$ cat src/rtl/snn_pkg.sv
// Shared constants and loader state encoding for the SNN image-input path.
package snn_pkg;

    localparam int          MNIST_BYTES = 98;
    localparam int          PIX_ADDR_W  = 10;
    localparam logic [11:0] BAUD_CLKS   = 12'hA2D;

    typedef enum logic [1:0] {IDLE, UNPACK, WAIT_CORE} ldr_state_t;

endpackage

$ cat src/rtl/snn_byte_unpacker.sv
// Serialises one received byte into 8 LSB-first single-bit writes, one per clock.
module snn_byte_unpacker (
    input  logic       clk,
    input  logic       rst_n,
    input  logic       load,
    input  logic [7:0] din,
    output logic       we,
    output logic       wdata,
    output logic [2:0] bit_idx
);

    logic [6:0] shreg;

    // Bit 0 is presented on the load edge so the byte occupies exactly 8 write cycles.
    always_ff @(posedge clk or negedge rst_n) begin
        if (!rst_n) begin
            shreg   <= '0;
            we      <= 1'b0;
            wdata   <= 1'b0;
            bit_idx <= '0;
        end else if (load) begin
            shreg   <= din[7:1];
            we      <= 1'b1;
            wdata   <= din[0];
            bit_idx <= '0;
        end else if (we) begin
            if (bit_idx == 3'd7) begin
                we <= 1'b0;
            end else begin
                wdata   <= shreg[0];
                shreg   <= {1'b0, shreg[6:1]};
                bit_idx <= bit_idx + 3'd1;
            end
        end
    end

endmodule

$ cat src/rtl/snn_img_loader.sv
// Collects MNIST_BYTES UART bytes into the 1-bit pixel RAM and hands the image to the core.
// Optional inter-byte timeout abort enabled by defining SNN_LOADER_RX_TIMEOUT_EN.
module snn_img_loader #(
    parameter int MNIST_BYTES  = snn_pkg::MNIST_BYTES,
    parameter int ADDR_W       = snn_pkg::PIX_ADDR_W,
    parameter int TIMEOUT_CLKS = 40 * int'(snn_pkg::BAUD_CLKS)
) (
    input  logic              clk,
    input  logic              rst_n,
    input  logic              rx_rdy,
    input  logic [7:0]        rx_data,
    output logic              ram_we,
    output logic [ADDR_W-1:0] ram_addr,
    output logic              ram_wdata,
    output logic              img_vld,
    input  logic              core_done,
    output logic              busy,
    output logic              overrun,
    input  logic              clr_ovr,
    output logic              frame_err
);

    import snn_pkg::*;

    localparam int CNT_W = $clog2(MNIST_BYTES + 1);

    if ((1 << ADDR_W) < MNIST_BYTES * 8) begin : g_addr_too_small
        $error("ADDR_W too small for MNIST_BYTES*8 pixels");
    end
    if (TIMEOUT_CLKS < 2) begin : g_timeout_too_small
        $error("TIMEOUT_CLKS must be at least 2");
    end

    ldr_state_t       state;
    logic [CNT_W-1:0] byte_cnt;
    logic [2:0]       bit_idx;
    logic             load;
    logic             last;

    assign load = (state == IDLE) && rx_rdy;
    assign last = ram_we && (bit_idx == 3'd7);

    snn_byte_unpacker u_unpack (
        .clk     (clk),
        .rst_n   (rst_n),
        .load    (load),
        .din     (rx_data),
        .we      (ram_we),
        .wdata   (ram_wdata),
        .bit_idx (bit_idx)
    );

`ifdef SNN_LOADER_RX_TIMEOUT_EN
    localparam int TO_W = $clog2(TIMEOUT_CLKS + 1);
    logic [TO_W-1:0] to_cnt;
`else
    assign frame_err = 1'b0;
`endif

    always_ff @(posedge clk or negedge rst_n) begin
        if (!rst_n) begin
            state    <= IDLE;
            byte_cnt <= '0;
            ram_addr <= '0;
            img_vld  <= 1'b0;
            busy     <= 1'b0;
            overrun  <= 1'b0;
`ifdef SNN_LOADER_RX_TIMEOUT_EN
            to_cnt    <= '0;
            frame_err <= 1'b0;
`endif
        end else begin
            // A dropped byte outranks a simultaneous clear.
            if (rx_rdy && state != IDLE)
                overrun <= 1'b1;
            else if (clr_ovr)
                overrun <= 1'b0;
`ifdef SNN_LOADER_RX_TIMEOUT_EN
            frame_err <= 1'b0;
`endif
            case (state)
                IDLE: begin
                    if (rx_rdy) begin
                        state    <= UNPACK;
                        busy     <= 1'b1;
                        ram_addr <= ADDR_W'(byte_cnt) << 3;
                    end
`ifdef SNN_LOADER_RX_TIMEOUT_EN
                    if (rx_rdy || byte_cnt == '0) begin
                        to_cnt <= '0;
                    end else if (to_cnt == TO_W'(TIMEOUT_CLKS - 1)) begin
                        to_cnt    <= '0;
                        byte_cnt  <= '0;
                        frame_err <= 1'b1;
                    end else begin
                        to_cnt <= to_cnt + 1'b1;
                    end
`endif
                end
                UNPACK: begin
                    if (last) begin
                        if (byte_cnt == CNT_W'(MNIST_BYTES - 1)) begin
                            byte_cnt <= '0;
                            img_vld  <= 1'b1;
                            state    <= WAIT_CORE;
                        end else begin
                            byte_cnt <= byte_cnt + 1'b1;
                            busy     <= 1'b0;
                            state    <= IDLE;
                        end
                    end else begin
                        ram_addr <= ram_addr + 1'b1;
                    end
                end
                WAIT_CORE: begin
                    if (core_done) begin
                        img_vld <= 1'b0;
                        busy    <= 1'b0;
                        state   <= IDLE;
                    end
                end
                default: state <= IDLE;
            endcase
        end
    end

endmodule

$ cat config.mk
export PLATFORM = sky130hd
export DESIGN_NAME = snn_img_loader
export DESIGN_NICKNAME = d
export VERILOG_FILES = /design/src/rtl/snn_pkg.sv /design/src/rtl/snn_byte_unpacker.sv /design/src/rtl/snn_img_loader.sv
export SDC_FILE = /design/constraint.sdc
export NUM_CORES = 1
export LEC_CHECK = 0
export CAP_MARGIN = 20
export CORE_MARGIN = 2
export CORE_UTILIZATION = 40
export CTS_CLUSTER_SIZE = 16
export DETAILED_ROUTE_END_ITERATION = 16
export HOLD_SLACK_MARGIN = 0.1
export PLACE_DENSITY = 0.68
export SYNTH_ARGS = -nofsm -noshare
export SYNTH_HDL_FRONTEND = slang
export SYNTH_SLANG_ARGS = --single-unit
$ cat constraint.sdc
create_clock -name clk -period 2.8 [get_ports clk]
set_clock_uncertainty 0.15 [all_clocks]
set_input_delay 0.84 -clock clk [delete_from_list [all_inputs] [get_ports clk]]
set_output_delay 0.84 -clock clk [all_outputs]
set_load 0.05 [all_outputs]
==> run summary <==
fraction of layout cells with a size suffix above 1: 6.897%
DR vias/cell: 5.440
status: complete, no violations
CP max stage cell: clkdlybuf4s50_1
register area share after synthesis: 46.01%
area of the multi-input gates: 903.4 um^2
Reg clk slew, reported paths: 0.07 ns
largest net degree at the start of global routing: 35
worst reg-to-reg setup slack: 0.47 ns
Mapped Area: 0.001849 mm^2
Die W: 72.00 um
via count: 1,545
CTS Buffer Depth: 2
Final min period: 2.608 ns
CTS tree: yes
root buf cell: clkbuf_8
critical path's largest stage delay: 0.87 ns
top cells by area, synth: dfrtp_1, ha_1, mux2i_1, nand2_1, a21oi_1
drt drc: 0
commonest non-fill, non-tap cell in the layout: dfrtp_1
# fillers: 410
Final GP Congestion: 0.8327
CP top delay family: buffers and inverters
Leakage: 0.9860 nW
r2r startpoint: u_unpack.bit_idx[0]$_DFFE_PN0P_
mux share of post-synthesis cell area: 6.022%
final setup vio count: 0
die area: 0.005183 mm^2
dominant cell type by area after synthesis: dfrtp_1
ys async rst share: 100.0%
worst min-delay path class: reg2reg
total chip power: 2.549 mW
cell chain of the critical path: clkdlybuf4s50_1
xor/xnor share of the synthesized area: 1.421%
Critical Path Stages: 1
Die Y-Extent: 72.00 um
# hold bufs at CTS: 0
commonest cells after routing, fill and taps aside: dfrtp_1, clkdlybuf4s50_1, nand2_1, a21oi_1, o21ai_0
Final Cycle Share: 93.14%
# diodes: 0
Post-synth EDFFs: 0
fmax: 0.3834 GHz
Routed Antenna Nets: 0
Peak supply drop: 570.2 uV
first-pass GRT wire length: 6741 um
worst endpoint required time: 1.81 ns
Synth top area share: 46.01%
CP Buf/Inv Count: 1
initial antenna violation count: 0
Std-Cell Rows: 24
Critical R2R Capture: ram_addr[9]$_DFFE_PN0P_
Pwr Density: 1113 mW/mm^2
#FFs+latches synth: 34
post-synthesis compound-gate area fraction: 16.64%
total wire length: 3735 um
setup TNS: 0 ns
Port Buf Inserts: 27
clock net sink count: 34
Storage cell area: 850.8 um^2
Gates resized, CTS repair: 0
final hold violation count: 0
Critical Path End Type: output pin
Setup crit end: ram_we
Hold Crit Depth: 1
crit path kind: reg2out
Ports: 29
setup bufs post-CTS: 0
H-tree levels: 2
Area growth syn-to-layout: 23.82%
Synth Area in Simple Gates: 19.15%
CP startpoint: u_unpack.we$_DFF_PN0_
slew margin rel.: 58.94%
largest family of logic cells by synthesized area: simple AND/OR/NAND/NOR gates
post-DR wirelength/cell: 13.15 um
Skew-Pair Late Insertion Delay: 0.28 ns
Synth Area in Adders: 5.413%
Worst Path Arrival: 1.62 ns
DRT iter0 DRCs: 100
CTS Buf Count: 5
total track usage: 16.24%
Nets: 252
main flop type after synthesis: dfrtp_1
fin. max-slew vios: 0
syn_area_per_cell: 9.200 um^2
grt total ovfl: 0
startpoint types: flip-flop
max-cap violation count: 0
Core ar.: 0.004414 mm^2
Mapped Cells: 201
DP Wirelength: 2681 um
Hold Crit Start: overrun$_DFFE_PN0P_
vias in the first global route: 1,490
Mapped Nets: 222
crit-path max FO: 8
Initial Utilization: 41.89%
Register-to-Register Path Depth: 6
Netlist cell types: 42
Yosys warning total: 0
Detailed Routing Iterations Pass 1: 5
RSZ-0062 raised after global routing: no
worst-margin pin slew: 0.6159 ns
[logic make-up after synthesis]
family | count (synthesis)
simple gates | 73
mux | 11
fa+ha+maj | 8
other cells | 1
buf+inv | 20
compound gates | 51
flops | 34
xor+xnor | 3
[final cells by class]
class | count | share of cell area, %
tap | 52 | 2.842
clock inverter | 3 | 1.967
sequential | 34 | 37.16
clock buffer | 5 | 3.005
multi-input combinational | 147 | 39.45
timing repair buffer | 34 | 14.10
inverter | 9 | 1.475
[sequential cells by signal (all words and copies together) (netlist names), 2 cells and up]
signal	cells
ram_addr	10
u_unpack.shreg	7
byte_cnt	7
state	2
u_unpack.bit_idx	3
[per-stage QoR]
step           area, um^2  utilization [%]  cells  setup WS (ns)  hold WS, ns
2_1_floorplan        1849                -    201         0.4647       0.3340
4_1_cts              2290            51.87    284         0.1816       0.3710
3_3_place_gp         2176            49.29    276         0.2357       0.3454
3_5_place_dp         2176            49.29    276         0.2349       0.3419
5_1_grt              2290            51.87    284         0.1323       0.3927
6_report             2290            51.87    284         0.1920       0.3631
[how the worst min path moves through the flow]
stage                              endpoint  slack [ns]
CTS                     overrun$_DFFE_PN0P_        0.37
detailed placement      overrun$_DFFE_PN0P_        0.34
global placement        overrun$_DFFE_PN0P_        0.35
finish                  overrun$_DFFE_PN0P_        0.36
global route               busy$_DFFE_PN0P_        0.39
floorplan           byte_cnt[5]$_DFFE_PN0P_        0.33
[metal layers]
layer	vias to the layer above	routed length, um	global-route usage [%]
met4	0	58	4.612
li1	778	-	-
met5	-	0	0
met2	36	1732	27.37
met3	6	168	4.583
met1	725	1776	20.46
[power by group]
| part | total [mW] | internal, mW | switching [mW] |
|---|---|---|---|
| Combinational | 1.24 | 0.483 | 0.761 |
| Clock | 0.458 | 0.265 | 0.193 |
| Sequential | 0.848 | 0.669 | 0.179 |
[synthesized netlist by cell type (2+ instances only)]
| master | count |
|---|---|
| dfrtp_1 | 34 |
| nand2_1 | 26 |
| a21oi_1 | 17 |
| o21ai_0 | 16 |
| nand3_1 | 14 |
| nor2_1 | 11 |
| mux2i_1 | 10 |
| inv_1 | 9 |
| ha_1 | 8 |
| clkbuf_1 | 6 |
| and3_1 | 5 |
| a31oi_1 | 3 |
| nand2b_1 | 3 |
| a22o_1 | 2 |
| and4_1 | 2 |
| buf_6 | 2 |
| nand4_1 | 2 |
| nor2b_1 | 2 |
| nor3_1 | 2 |
| o31ai_1 | 2 |
| or3_1 | 2 |
| or4_1 | 2 |
| xnor2_1 | 2 |
[worst reg2reg max path: cells and delay by family, from the launching register on]
| family | cells | cell delay (ns) |
|---|---|---|
| AND/OR/NAND/NOR | 4 | 1.25 |
| adder cells (fa/ha/maj) | 2 | 0.47 |
| flip-flops | 1 | 0.40 |
Note: power is estimated with default switching activity, not from simulation.
